$ cat src/rtl/main_ram_ctrl_if.sv
// Core-side request/response bus of the main RAM controller.
// The CPU memory stage is the master; the controller is the slave.
interface main_ram_ctrl_if #(
  parameter int WIDTH = 8
);
  logic             req;
  logic             we;
  logic [19:0]      addr;
  logic [WIDTH-1:0] wdata;
  logic [WIDTH-1:0] rdata;
  logic             ack;
  logic             busy;

  modport master (
    output req, we, addr, wdata,
    input  rdata, ack, busy
  );

  modport slave (
    input  req, we, addr, wdata,
    output rdata, ack, busy
  );
endinterface

$ cat src/rtl/main_ram_ctrl.sv
// Main RAM controller: sequences the active-low _cs/_oe/_w strobes of the
// asynchronous SRAM with fixed setup, pulse-width and hold cycles for one
// word per request. Every RAM-side output comes straight from a flop.
//
// state    | meaning
// ---------+------------------------------------------------------------
// IDLE     | strobes high, waiting for req; accept latches addr/we/wdata
// SETUP    | _cs low only; address and data settle before any strobe
// RD_WAIT  | _cs and _oe low; cnt counts the access window down
// WR_PULSE | _cs and _w low; cnt counts the pulse width down
// WR_HOLD  | _cs low, _w released; address/data held past rising _w
// DONE     | strobes high, one-cycle ack to the core
module main_ram_ctrl #(
  parameter int WIDTH       = 8,
  parameter int READ_WAIT   = 2,
  parameter int WRITE_PULSE = 2
) (
  input  logic             clk,
  input  logic             _reset,
  main_ram_ctrl_if.slave   core,
  output logic             _ram_cs,
  output logic             _ram_oe,
  output logic             _ram_w,
  output logic [19:0]      ram_addr,
  output logic [WIDTH-1:0] ram_wdata,
  input  logic [WIDTH-1:0] ram_rdata
);

  typedef enum logic [2:0] {
    IDLE, SETUP, RD_WAIT, WR_PULSE, WR_HOLD, DONE
  } state_t;

  localparam logic [3:0] RD_LOAD = 4'(READ_WAIT - 1);
  localparam logic [3:0] WR_LOAD = 4'(WRITE_PULSE - 1);

  state_t     state, state_next;
  logic [3:0] cnt, cnt_next;
  logic       we_r;
  logic       accept;
  logic       capture;
  logic       cs_next, oe_next, w_next;

  // Next-state, counter and strobe levels; strobes are decoded from the
  // next state so they can be registered without a cycle of lag.
  always_comb begin
    state_next = state;
    cnt_next   = cnt;
    accept     = 1'b0;
    capture    = 1'b0;
    case (state)
      IDLE: begin
        if (core.req) begin
          state_next = SETUP;
          accept     = 1'b1;
        end
      end
      SETUP: begin
        if (we_r) begin
          state_next = WR_PULSE;
          cnt_next   = WR_LOAD;
        end else begin
          state_next = RD_WAIT;
          cnt_next   = RD_LOAD;
        end
      end
      RD_WAIT: begin
        if (cnt == 4'd0) begin
          state_next = DONE;
          capture    = 1'b1;
        end else begin
          cnt_next = cnt - 4'd1;
        end
      end
      WR_PULSE: begin
        if (cnt == 4'd0) state_next = WR_HOLD;
        else             cnt_next   = cnt - 4'd1;
      end
      WR_HOLD: state_next = DONE;
      DONE:    state_next = IDLE;
      default: state_next = IDLE;
    endcase
    cs_next = (state_next == IDLE) || (state_next == DONE);
    oe_next = (state_next != RD_WAIT);
    w_next  = (state_next != WR_PULSE);
  end

  // State, counter, registered strobes, latched request and read capture.
  always_ff @(posedge clk) begin
    if (!_reset) begin
      state      <= IDLE;
      cnt        <= 4'd0;
      we_r       <= 1'b0;
      _ram_cs    <= 1'b1;
      _ram_oe    <= 1'b1;
      _ram_w     <= 1'b1;
      ram_addr   <= '0;
      ram_wdata  <= '0;
      core.rdata <= '0;
      core.ack   <= 1'b0;
      core.busy  <= 1'b0;
    end else begin
      state     <= state_next;
      cnt       <= cnt_next;
      _ram_cs   <= cs_next;
      _ram_oe   <= oe_next;
      _ram_w    <= w_next;
      core.ack  <= (state_next == DONE);
      core.busy <= (state_next != IDLE);
      if (accept) begin
        ram_addr  <= core.addr;
        ram_wdata <= core.wdata;
        we_r      <= core.we;
      end
      if (capture) core.rdata <= ram_rdata;
    end
  end

endmodule
$ cat src/flat_wrapper.sv
// flat-port wrapper written by rule: the top's interface ports become plain ports
module main_ram_ctrl_flat 
#(
  parameter int WIDTH       = 8,
  parameter int READ_WAIT   = 2,
  parameter int WRITE_PULSE = 2
)
  (clk, _reset, _ram_cs, _ram_oe, _ram_w, ram_addr, ram_wdata, ram_rdata, core_req, core_we, core_addr, core_wdata, core_rdata, core_ack, core_busy);
  main_ram_ctrl_if #(.WIDTH(WIDTH)) core_i ();
  input  logic clk;
  input  logic _reset;
  output logic _ram_cs;
  output logic _ram_oe;
  output logic _ram_w;
  output logic [19:0] ram_addr;
  output logic [WIDTH-1:0] ram_wdata;
  input  logic [WIDTH-1:0] ram_rdata;
  input wire logic [$bits(core_i.req)-1:0] core_req;
  input wire logic [$bits(core_i.we)-1:0] core_we;
  input wire logic [$bits(core_i.addr)-1:0] core_addr;
  input wire logic [$bits(core_i.wdata)-1:0] core_wdata;
  output wire logic [$bits(core_i.rdata)-1:0] core_rdata;
  output wire logic [$bits(core_i.ack)-1:0] core_ack;
  output wire logic [$bits(core_i.busy)-1:0] core_busy;
  assign core_i.req = core_req;
  assign core_i.we = core_we;
  assign core_i.addr = core_addr;
  assign core_i.wdata = core_wdata;
  assign core_rdata = core_i.rdata;
  assign core_ack = core_i.ack;
  assign core_busy = core_i.busy;
  main_ram_ctrl #(.WIDTH(WIDTH), .READ_WAIT(READ_WAIT), .WRITE_PULSE(WRITE_PULSE)) u_core (.clk(clk), ._reset(_reset), .core(core_i), ._ram_cs(_ram_cs), ._ram_oe(_ram_oe), ._ram_w(_ram_w), .ram_addr(ram_addr), .ram_wdata(ram_wdata), .ram_rdata(ram_rdata));
endmodule
$ cat config.mk
export PLATFORM = sky130hd
export DESIGN_NAME = main_ram_ctrl_flat
export DESIGN_NICKNAME = d
export VERILOG_FILES = /design/src/rtl/main_ram_ctrl_if.sv /design/src/rtl/main_ram_ctrl.sv /design/src/flat_wrapper.sv
export SDC_FILE = /design/constraint.sdc
export NUM_CORES = 1
export LEC_CHECK = 0
export ABC_AREA = 1
export CAP_MARGIN = 40
export CORE_MARGIN = 2
export CORE_UTILIZATION = 30
export CTS_CLUSTER_SIZE = 10
export DETAILED_ROUTE_END_ITERATION = 8
export PLACE_DENSITY_LB_ADDON = 0.15
export SETUP_SLACK_MARGIN = 0.4
export SLEW_MARGIN = 10
export SYNTH_ARGS = -nofsm -noshare
export SYNTH_HDL_FRONTEND = slang
export SYNTH_SLANG_ARGS = --single-unit
$ cat constraint.sdc
create_clock -name clk -period 2.5 [get_ports clk]
set_clock_uncertainty 0.15 [all_clocks]
set_input_delay 0.5 -clock clk [delete_from_list [all_inputs] [get_ports clk]]
set_output_delay 0.5 -clock clk [all_outputs]
set_load 0.005 [all_outputs]
==> summary.md, run 1 <==
| Metric | Value |
|---|---|
| Clk root buf | `clkbuf_8` |
| Starting Density | `0.311` |
| Clock Path Buffers | `2` |
| Pre-CTS setup slack | `between 300 and 400 ps` |
| Final Hold Fails | `0` |
| Synth warnings | `0` |
| N_diodes | `0` |
| CTS tree | `yes` |
| HP Class | `reg2reg` |
| Worst Setup Start Kind | `register` |
| Distinct cells, synth | `22` |
| Critical path startpoint | `u_core.ram_wdata[4]` |
| P per Cell Area | `between 800 and 900 mW/mm^2` |
| CP Cell Sequence | `clkdlybuf4s50_1` |
| Total negative slack | `0 ps` |
| R2R setup slack | `approximately 930 ps` |
| Clock Latency Late Sink | `approximately 300 ps` |
| CTS hold repair buffers | `0` |
| Hold_sp | `u_core.ram_addr[11]` |
| Unrepaired setup endpoints after global routing | `no` |
| Clock tree sinks | `between 40 and 50` |
| Die area | `between 0.006 and 0.007 sq mm` |
| Pin slew with the least headroom to its limit | `around 320 ps` |
| Leak | `1.11 nW` |
| Biggest cell delay along the critical path | `510 ps` |
| Slew margin rel. | `0.783` |
| Maximum VDD drop | `slightly above 300 uV` |
| Vias in the first global route | `about 1500` |
| FF-to-FF path depth | `7` |
| #FFs+latches synth | `49` |
| Core Rows | `28` |
| FF/Latch Area | `slightly below 0.001 sq mm` |
| CP max FO | `2` |
| Grt total ovfl | `0` |
| Post-route ant nets | `0` |
| Most frequent cells in the layout | `clkdlybuf4s50_1, dfxtp_1, inv_1, o21ai_0, a21oi_1` |
| Vias per cell | `approximately 4.3` |
| Cell Area, Synth | `between 0.0015 and 0.002 sq mm` |
| Nets | `~350` |
| Layout Utilization | `0.476` |
| First-pass GRT wire length | `between 6000 and 7000 microns` |
| Worst Setup End Kind | `output pin` |
| Synthesized Nets | `about 270` |
| Avg Inst Size Synth | `a little over 8 sq um` |
| Hold path endpoint | `u_core.ram_addr[11]` |
| Post-layout min period | `between 1500 and 2000 ps` |
| Multi-input logic area | `about 650 sq um` |
| DIE HEIGHT | `slightly above 80 microns` |
| Hpwl dp | `2870 microns` |
| Post-CTS Resized | `0` |
| Slew Limit Fails | `0` |
| Initial antenna violation count | `0` |
| Fillers | `a little over 600` |
| Final setup vio count | `0` |
| Max Freq | `between 0.5 and 0.6 GHz` |
| Required time worst endpoint | `between 1500 and 2000 ps` |
| Routed vias | `around 1600` |
| CTS clk-pin slew, worst paths | `approximately 90 ps` |
| PortBufs | `80` |
| Pin count of the biggest net entering global routing | `59` |
| GRT Total Usage | `0.127` |
| Pre-antenna DRT Iters | `4` |
| Reg2reg start | `u_core.cnt[0]` |
| Crit-path slowest cell | `clkdlybuf4s50_1` |
| Die Wd | `around 82 microns` |
| Design Area, Final | `0.00282 sq mm` |
| Worst setup margin | `roughly 700 ps` |
| Critical path arrival | `approximately 1200 ps` |
| Share of layout cells above drive strength 1 | `0.0782` |
| Final WL | `approximately 3900 microns` |
| Io pins | `81` |
| Commonest non-fill, non-tap cell in the layout | `clkdlybuf4s50_1` |
| Hold slack | `between 200 and 300 ps` |
| Hold path depth | `2` |
| Post-Syn Instances | `~230` |
| Period utilization | `0.721` |
| Status | `finished, final reports clean` |
| CP bufs+invs | `1` |
| DR iter-0 viols | `58` |
| GP Congestion | `just over 0.7` |
| CP Class | `reg2out` |
| Top delay family on crit path | `buffers and inverters` |
| Dpl cell area | `around 0.0027 sq mm` |
| P&R area growth vs syn | `53.1%` |
| DR WL/cell | `10.3 microns` |
| Total of max-cap violations | `0` |
| Sequential share of the synthesized area | `0.533` |
| Core area | `slightly below 0.006 sq mm` |
| Post-CTS setup buffers | `0` |
| CTS H-Tree Depth | `2` |
| Capturing point of the worst reg2reg path | `u_core.core.rdata[0]` |
| TritonCTS Buffers | `5` |
| DRC viols | `0` |
## state kept, by name, indices dropped and copies added (netlist names)
name,cells
u_core.core.busy,1
u_core.core.ack,1
u_core.cnt,4
u_core._ram_w,1
u_core.ram_wdata,8
u_core._ram_oe,1
u_core.state,3
u_core.core.rdata,8
u_core._ram_cs,1
u_core.ram_addr,20
u_core.we_r,1
## worst max-delay path by stage
stage | depth (start not counted) | end
floorplan | 10 | u_core._ram_cs
global placement | 5 | u_core.cnt[1]
detailed placement | 5 | u_core.cnt[1]
CTS | 1 | ram_addr[16]
global route | 1 | ram_wdata[1]
finish | 1 | ram_wdata[4]
## per-layer routing
layer,global-route usage,share of wire,wire length (microns),vias up
li1,-,-,-,881
met1,0.146,0.44,1710,702
met4,0.0600,0.020,77,0
met3,0.0413,0.058,226,7
met2,0.212,0.48,1900,41
met5,0,0,0,-
## cells by family after synthesis
group	after synthesis	synth area share
simple gates	54	0.143
fa+ha+maj	1	0.00679
flops	49	0.533
buf+inv	49	0.114
compound gates	74	0.203
## metrics by stage
stage / total power [mW] / cells
2_1_floorplan: 1.54 / 227
3_3_place_gp: 1.96 / 374
3_5_place_dp: 1.97 / 374
4_1_cts: 2.56 / 382
5_1_grt: 2.72 / 382
6_report: 2.51 / 382
## tightest hold or removal path, cell delays in order, from the launching register on
cell,delay [ps]
dfxtp_1,320
inv_1,40
a21oi_1,40
## synth_stat cells
library cell | instances | share of area
buf_6 | 3 | 0.018
inv_2 | 1 | 0.0020
dfxtp_1 | 49 | 0.53
inv_1 | 38 | 0.077
clkbuf_2 | 2 | 0.0054
clkbuf_1 | 3 | 0.0061
nor2_1 | 21 | 0.043
nor3_1 | 1 | 0.0027
buf_2 | 1 | 0.0027
a21oi_1 | 33 | 0.090
nand3_2 | 1 | 0.0054
o31ai_1 | 1 | 0.0041
a31oi_1 | 1 | 0.0034
nand3_1 | 7 | 0.019
nor2_2 | 2 | 0.0068
nand2_2 | 7 | 0.024
buf_1 | 1 | 0.0020
o21ai_0 | 38 | 0.10
nand2_1 | 12 | 0.024
ha_1 | 1 | 0.0068
nor2_4 | 3 | 0.018
o21ai_1 | 1 | 0.0027
## area by class of cell
class / count / share of cell area
flip-flops and latches: 49 / 0.348
multi-input cells: 129 / 0.231
inverters: 39 / 0.0519
clock inverters: 2 / 0.0133
well taps: 75 / 0.0333
repair buffers: 82 / 0.294
clock buffers: 6 / 0.0293
## power by group
group	leakage [nW]	switching, mW	internal (mW)
combinational	0.647	0.401	0.466
clock	0.0574	0.254	0.325
sequential	0.404	0.0991	0.966
Power figures use the tool's default switching activity.
==> run 2: changes to the inputs <==
==> constraint.sdc (replaced) <==
create_clock -name clk -period 1.45 [get_ports clk]
set_clock_uncertainty 0.15 [all_clocks]
set_input_delay 0.29 -clock clk [delete_from_list [all_inputs] [get_ports clk]]
set_output_delay 0.29 -clock clk [all_outputs]
set_load 0.005 [all_outputs]
==> summary.md, run 2 (same netlist as run 1, synthesis figures left out) <==
| Metric | Value |
|---|---|
| Final WL | `roughly 5300 microns` |
| Initial antenna violation count | `0` |
| Commonest non-fill, non-tap cell in the layout | `dfxtp_2` |
| Clock Latency Late Sink | `~300 ps` |
| Pin count of the biggest net entering global routing | `59` |
| Unrepaired setup endpoints after global routing | `yes` |
| P per Cell Area | `between 1500 and 2000 mW/mm^2` |
| GR Util met1 | `0.155` |
| DR iter-0 viols | `34` |
| Core area | `about 0.0059 sq mm` |
| CTS H-Tree Depth | `2` |
| N_diodes | `0` |
| Leak | `~1.4 nW` |
| Slew Limit Fails | `0` |
| Post-route ant nets | `0` |
| R2R setup slack | `~37 ps` |
| Vias in the first global route | `1562` |
| DIE HEIGHT | `82.4 microns` |
| Regs by FF count | `u_core.ram_addr (20), u_core.core.rdata (8), u_core.ram_wdata (8)` |
| Post-layout min period | `between 1000 and 1500 ps` |
| DR WL/cell | `13.3 microns` |
| Fillers | `584` |
| Clock Path Buffers | `2` |
| CP Class | `reg2reg` |
| TritonCTS Buffers | `5` |
| Largest register FFs | `20` |
| CTS clk-pin slew, worst paths | `90 ps` |
| Dpl cell area | `around 0.0028 sq mm` |
| CP bufs+invs | `1` |
| Final Non-Filler Cells | `400` |
| CP max FO | `7` |
| Pin slew with the least headroom to its limit | `approximately 320 ps` |
| Final Hold Fails | `0` |
| Nets | `365` |
| M3 GR Usage | `0.0380` |
| GRT Total Usage | `0.133` |
| Clock tree sinks | `49` |
| Starting Density | `0.311` |
| P&R area growth vs syn | `75.1%` |
| Total of max-cap violations | `0` |
| Critical path arrival | `1470 ps` |
| Crit-path slowest cell | `dfxtp_4` |
| Routed vias | `~1800` |
| First-pass GRT wire length | `between 6000 and 7000 microns` |
| Grt total ovfl | `0` |
| Biggest cell delay along the critical path | `370 ps` |
| HP Class | `in2reg` |
| Hold path endpoint | `u_core._ram_oe` |
| GP Congestion | `0.690` |
| Met2 usage | `0.218` |
| CP Cell Sequence | `nor2_4 -> nand3_4 -> clkbuf_16 -> o21ai_0 -> a21oi_1` |
| Share of layout cells above drive strength 1 | `0.532` |
| PortBufs | `80` |
| Maximum VDD drop | `roughly 640 uV` |
| Max Freq | `between 0.7 and 0.8 GHz` |
| Dpl cells | `about 380` |
| Worst Setup End Kind | `register` |
| Die area | `just under 0.007 sq mm` |
| Most frequent cells in the layout | `dfxtp_2, clkdlybuf4s50_1, inv_1` |
| Final setup vio count | `0` |
| Hold path depth | `5` |
| Hpwl dp | `3000 microns` |
| FF-to-FF path depth | `5` |
| DRC viols | `0` |
| Hold_sp | `core_req` |
| Capturing point of the worst reg2reg path | `u_core.ram_addr[13]` |
| Vias per cell | `4.52` |
| Design Area, Final | `about 0.0032 sq mm` |
| Required time worst endpoint | `about 1500 ps` |
| Reg2reg start | `u_core.state[1]` |
| Clk root buf | `clkbuf_8` |
| Die Wd | `82.4 microns` |
| Worst Setup Start Kind | `register` |
| Slew margin rel. | `0.783` |
| Io pins | `around 80` |
| Gr busiest metal | `met2` |
| CTS tree | `yes` |
| Pre-antenna DRT Iters | `4` |
| Status | `finished, final reports clean` |
| Core Rows | `28` |
| Top delay family on crit path | `flip-flops` |
| Biggest register | `u_core.ram_addr` |
| Period utilization | `0.975` |
## run 2: changes by cell type in the layout (fill, tap and decap cells not counted), moves of 5 or more
| cell | before | now |
|---|---|---|
| buf_6 | 0 | 24 |
| buf_2 | 0 | 20 |
| dfxtp_2 | 0 | 41 |
| a21oi_1 | 33 | 16 |
| a21oi_2 | 0 | 17 |
| dfxtp_1 | 49 | 7 |
| o21ai_2 | 0 | 20 |
| buf_4 | 1 | 10 |
| clkdlybuf4s50_1 | 80 | 38 |
| o21ai_1 | 1 | 6 |
| o21ai_0 | 38 | 11 |
## run 2: how the worst max path moves through the flow
stage,startpoint,endpoint,cells past startpoint
floorplan,u_core.cnt[1],u_core._ram_cs,10
global placement,_reset,u_core.cnt[1],5
detailed placement,core_req,u_core.ram_wdata[1],5
CTS,u_core.cnt[0],u_core._ram_cs,10
global route,u_core.state[1],u_core.ram_addr[13],5
finish,u_core.state[1],u_core.ram_addr[13],5
## run 2: final cells by class
class | instances | area, sq um | area share
clock buffers | 7 | 76.3 | 0.0237
clock inverters | 1 | 7.51 | 0.00233
inverters | 39 | 149 | 0.0462
multi-input cells | 129 | 870 | 0.270
flip-flops and latches | 49 | 1040 | 0.321
well taps | 75 | 93.8 | 0.0291
repair buffers | 100 | 993 | 0.308
## run 2: repair_timing
action,in CTS,in global routing
gates cloned,0,7
resized for setup,209,98
hold buffers,0,0
pin swaps,4,6
buffers inserted,4,4
setup endpoints to repair,90,90
## run 2: power breakdown
group	internal, mW	switching, mW
sequential	1.72	0.206
clock	0.342	0.457
combinational	1.13	1.05
## run 2: metrics by stage
step	power [mW]	util	setup slack (ps)	hold slack [ps]	setup TNS (ps)
2_1_floorplan	2.73	-	172	274	0
3_3_place_gp	3.46	0.464	-127	280	-3580
3_5_place_dp	3.48	0.464	-153	283	-4420
4_1_cts	4.20	0.466	115	295	0
5_1_grt	5.24	0.545	-25.4	315	-63.1
6_report	4.90	0.545	36.8	274	0
## run 2: per-layer routing
metal  part of all wire  vias up
met5                  0        -
met4              0.023        0
met3              0.047       10
met2               0.50       43
met1               0.43      840
li1                   -      916
## run 2: tightest hold or removal path: cells and delay by family
family | cells | cell delay (ps)
buffers and inverters | 1 | 150
AND/OR/NAND/NOR | 4 | 260
==> run 3: changes to the inputs <==
--- a/config.mk
+++ b/config.mk
@@ -13,6 +13,7 @@
 export DETAILED_ROUTE_END_ITERATION = 8
 export PLACE_DENSITY_LB_ADDON = 0.15
 export SETUP_SLACK_MARGIN = 0.4
+export SKIP_CTS_REPAIR_TIMING = 1
 export SLEW_MARGIN = 10
 export SYNTH_ARGS = -nofsm -noshare
 export SYNTH_HDL_FRONTEND = slang
==> summary.md, run 3 (same netlist as run 1, synthesis figures left out) <==
| Metric | Value |
|---|---|
| Pre-antenna DRT Iters | `3` |
| Final setup vio count | `0` |
| Clock Path Buffers | `2` |
| DR iter-0 viols | `23` |
| Starting Density | `0.311` |
| Pre-CTS setup slack | `-153 ps` |
| Vias in the first global route | `between 1500 and 2000` |
| Hpwl dp | `about 3000 microns` |
| CP Cell Sequence | `inv_2 -> ha_4 -> nand2_4 -> nand2_4 -> nand2_2 -> nand2_2 -> nand2_2 -> nand2_2 -> nand2_2 -> nand2_2` |
| Core Rows | `28` |
| GP Congestion | `between 0.6 and 0.7` |
| Metal2 WL | `2130 microns` |
| Required time worst endpoint | `approximately 1500 ps` |
| Clock Latency Late Sink | `roughly 300 ps` |
| Grt total ovfl | `0` |
| Worst Setup End Kind | `register` |
| Cell mode on critical path | `nand2_2` |
| Layout Utilization | `0.482` |
| Top layer used by detailed routing | `met4` |
| Die area | `between 0.006 and 0.007 sq mm` |
| P per Cell Area | `1500 mW/mm^2` |
| Io pins | `81` |
| M1 WL | `about 1900 microns` |
| GRT Total Usage | `0.131` |
| N_diodes | `0` |
| Routed wl met3 | `roughly 250 microns` |
| Dpl cell area | `approximately 0.0028 sq mm` |
| Slew margin rel. | `0.785` |
| Initial antenna violation count | `0` |
| CP Class | `reg2reg` |
| Die Wd | `just over 80 microns` |
| Total negative slack | `0 ps` |
| Slew Limit Fails | `0` |
| Leak | `between 1 and 1.5 nW` |
| CTS clk-pin slew, worst paths | `roughly 90 ps` |
| Most frequent cells in the layout | `dfxtp_2, clkdlybuf4s50_1, inv_1` |
| Vias per cell | `roughly 4.3` |
| Biggest cell delay along the critical path | `around 350 ps` |
| Share of layout cells above drive strength 1 | `0.394` |
| Core area | `slightly below 0.006 sq mm` |
| Pin count of the biggest net entering global routing | `between 50 and 60` |
| Routed vias | `roughly 1700` |
| P&R area growth vs syn | `55.0%` |
| Post-route ant nets | `0` |
| CTS H-Tree Depth | `2` |
| Pin slew with the least headroom to its limit | `320 ps` |
| Post-layout min period | `~1400 ps` |
| Nets | `355` |
| DR WL/cell | `11.1 microns` |
| DIE HEIGHT | `around 82 microns` |
| Maximum VDD drop | `about 560 uV` |
| Worst setup margin | `about 77 ps` |
| Biggest register | `u_core.ram_addr` |
| Final Hold Fails | `0` |
| Crit-path slowest cell | `dfxtp_2` |
| PortBufs | `80` |
| Commonest non-fill, non-tap cell in the layout | `dfxtp_2` |
| Unrepaired setup endpoints after global routing | `yes` |
| Status | `finished, final reports clean` |
| First-pass GRT wire length | `6740 microns` |
| TritonCTS Buffers | `5` |
| Max Freq | `about 0.73 GHz` |
| HP Class | `reg2reg` |
| Worst Setup Start Kind | `register` |
| Clk root buf | `clkbuf_8` |
| Total of max-cap violations | `0` |
| Design Area, Final | `between 0.002 and 0.003 sq mm` |
| Period utilization | `0.947` |
| Final WL | `about 4300 microns` |
| DRC viols | `0` |
| Critical path arrival | `1430 ps` |
| CTS tree | `yes` |
| CP max FO | `4` |
| Largest register FFs | `20` |
| Clock tree sinks | `49` |
| Regs by FF count | `u_core.ram_addr (20), u_core.core.rdata (8), u_core.ram_wdata (8)` |
## run 3: cell types whose count changed in the layout (fill, tap and decap cells not counted), sizes merged
cell / before / now
buf: 57 / 22
clkbuf: 11 / 34
clkdlybuf4s50: 38 / 39
dlymetal6s2s: 1 / 2
## run 3: final cells by class
class	count	area (sq um)
fill	628	3070
sequential	49	1030
timing repair buffer	90	767
multi-input combinational	129	729
inverter	39	149
tap	75	93.8
clock buffer	7	76.3
clock inverter	1	7.51
## run 3: report_power, final
group | total [mW] | internal, mW | leakage, nW | switching [mW]
clock | 0.791 | 0.342 | 0.0385 | 0.449
sequential | 1.91 | 1.72 | 0.418 | 0.195
combinational | 1.58 | 0.766 | 0.793 | 0.812
## run 3: path summary, 6_finish.rpt
check,depth (start not counted),start,endpoint,slack (ps)
max,10,u_core.cnt[0],u_core._ram_cs,80
min,2,u_core.ram_addr[4],u_core.ram_addr[4],290
max reg2reg,10,u_core.cnt[0],u_core._ram_cs,80
min reg2reg,2,u_core.ram_addr[4],u_core.ram_addr[4],290
## run 3: per-stage QoR
stage	total power, mW	instances	hold slack, ps
finish	4.28	390	295
global route	4.62	390	310
CTS	4.29	385	297
detailed placement	3.48	377	283
global placement	3.46	377	280
floorplan	2.73	227	274
## run 3: per-layer routing
layer / up-vias / track usage
li1: 899 / -
met1: 748 / 0.154
met2: 39 / 0.215
met3: 6 / 0.0402
met4: 0 / 0.0683
met5: - / 0
## run 3: critical path, delay by kind of cell (launching register included)
family                     cells  cell delay (ps)
adders and majority gates      1              160
buffers and inverters          1               50
DFF                            1              350
and+or+nand+nor                8              560
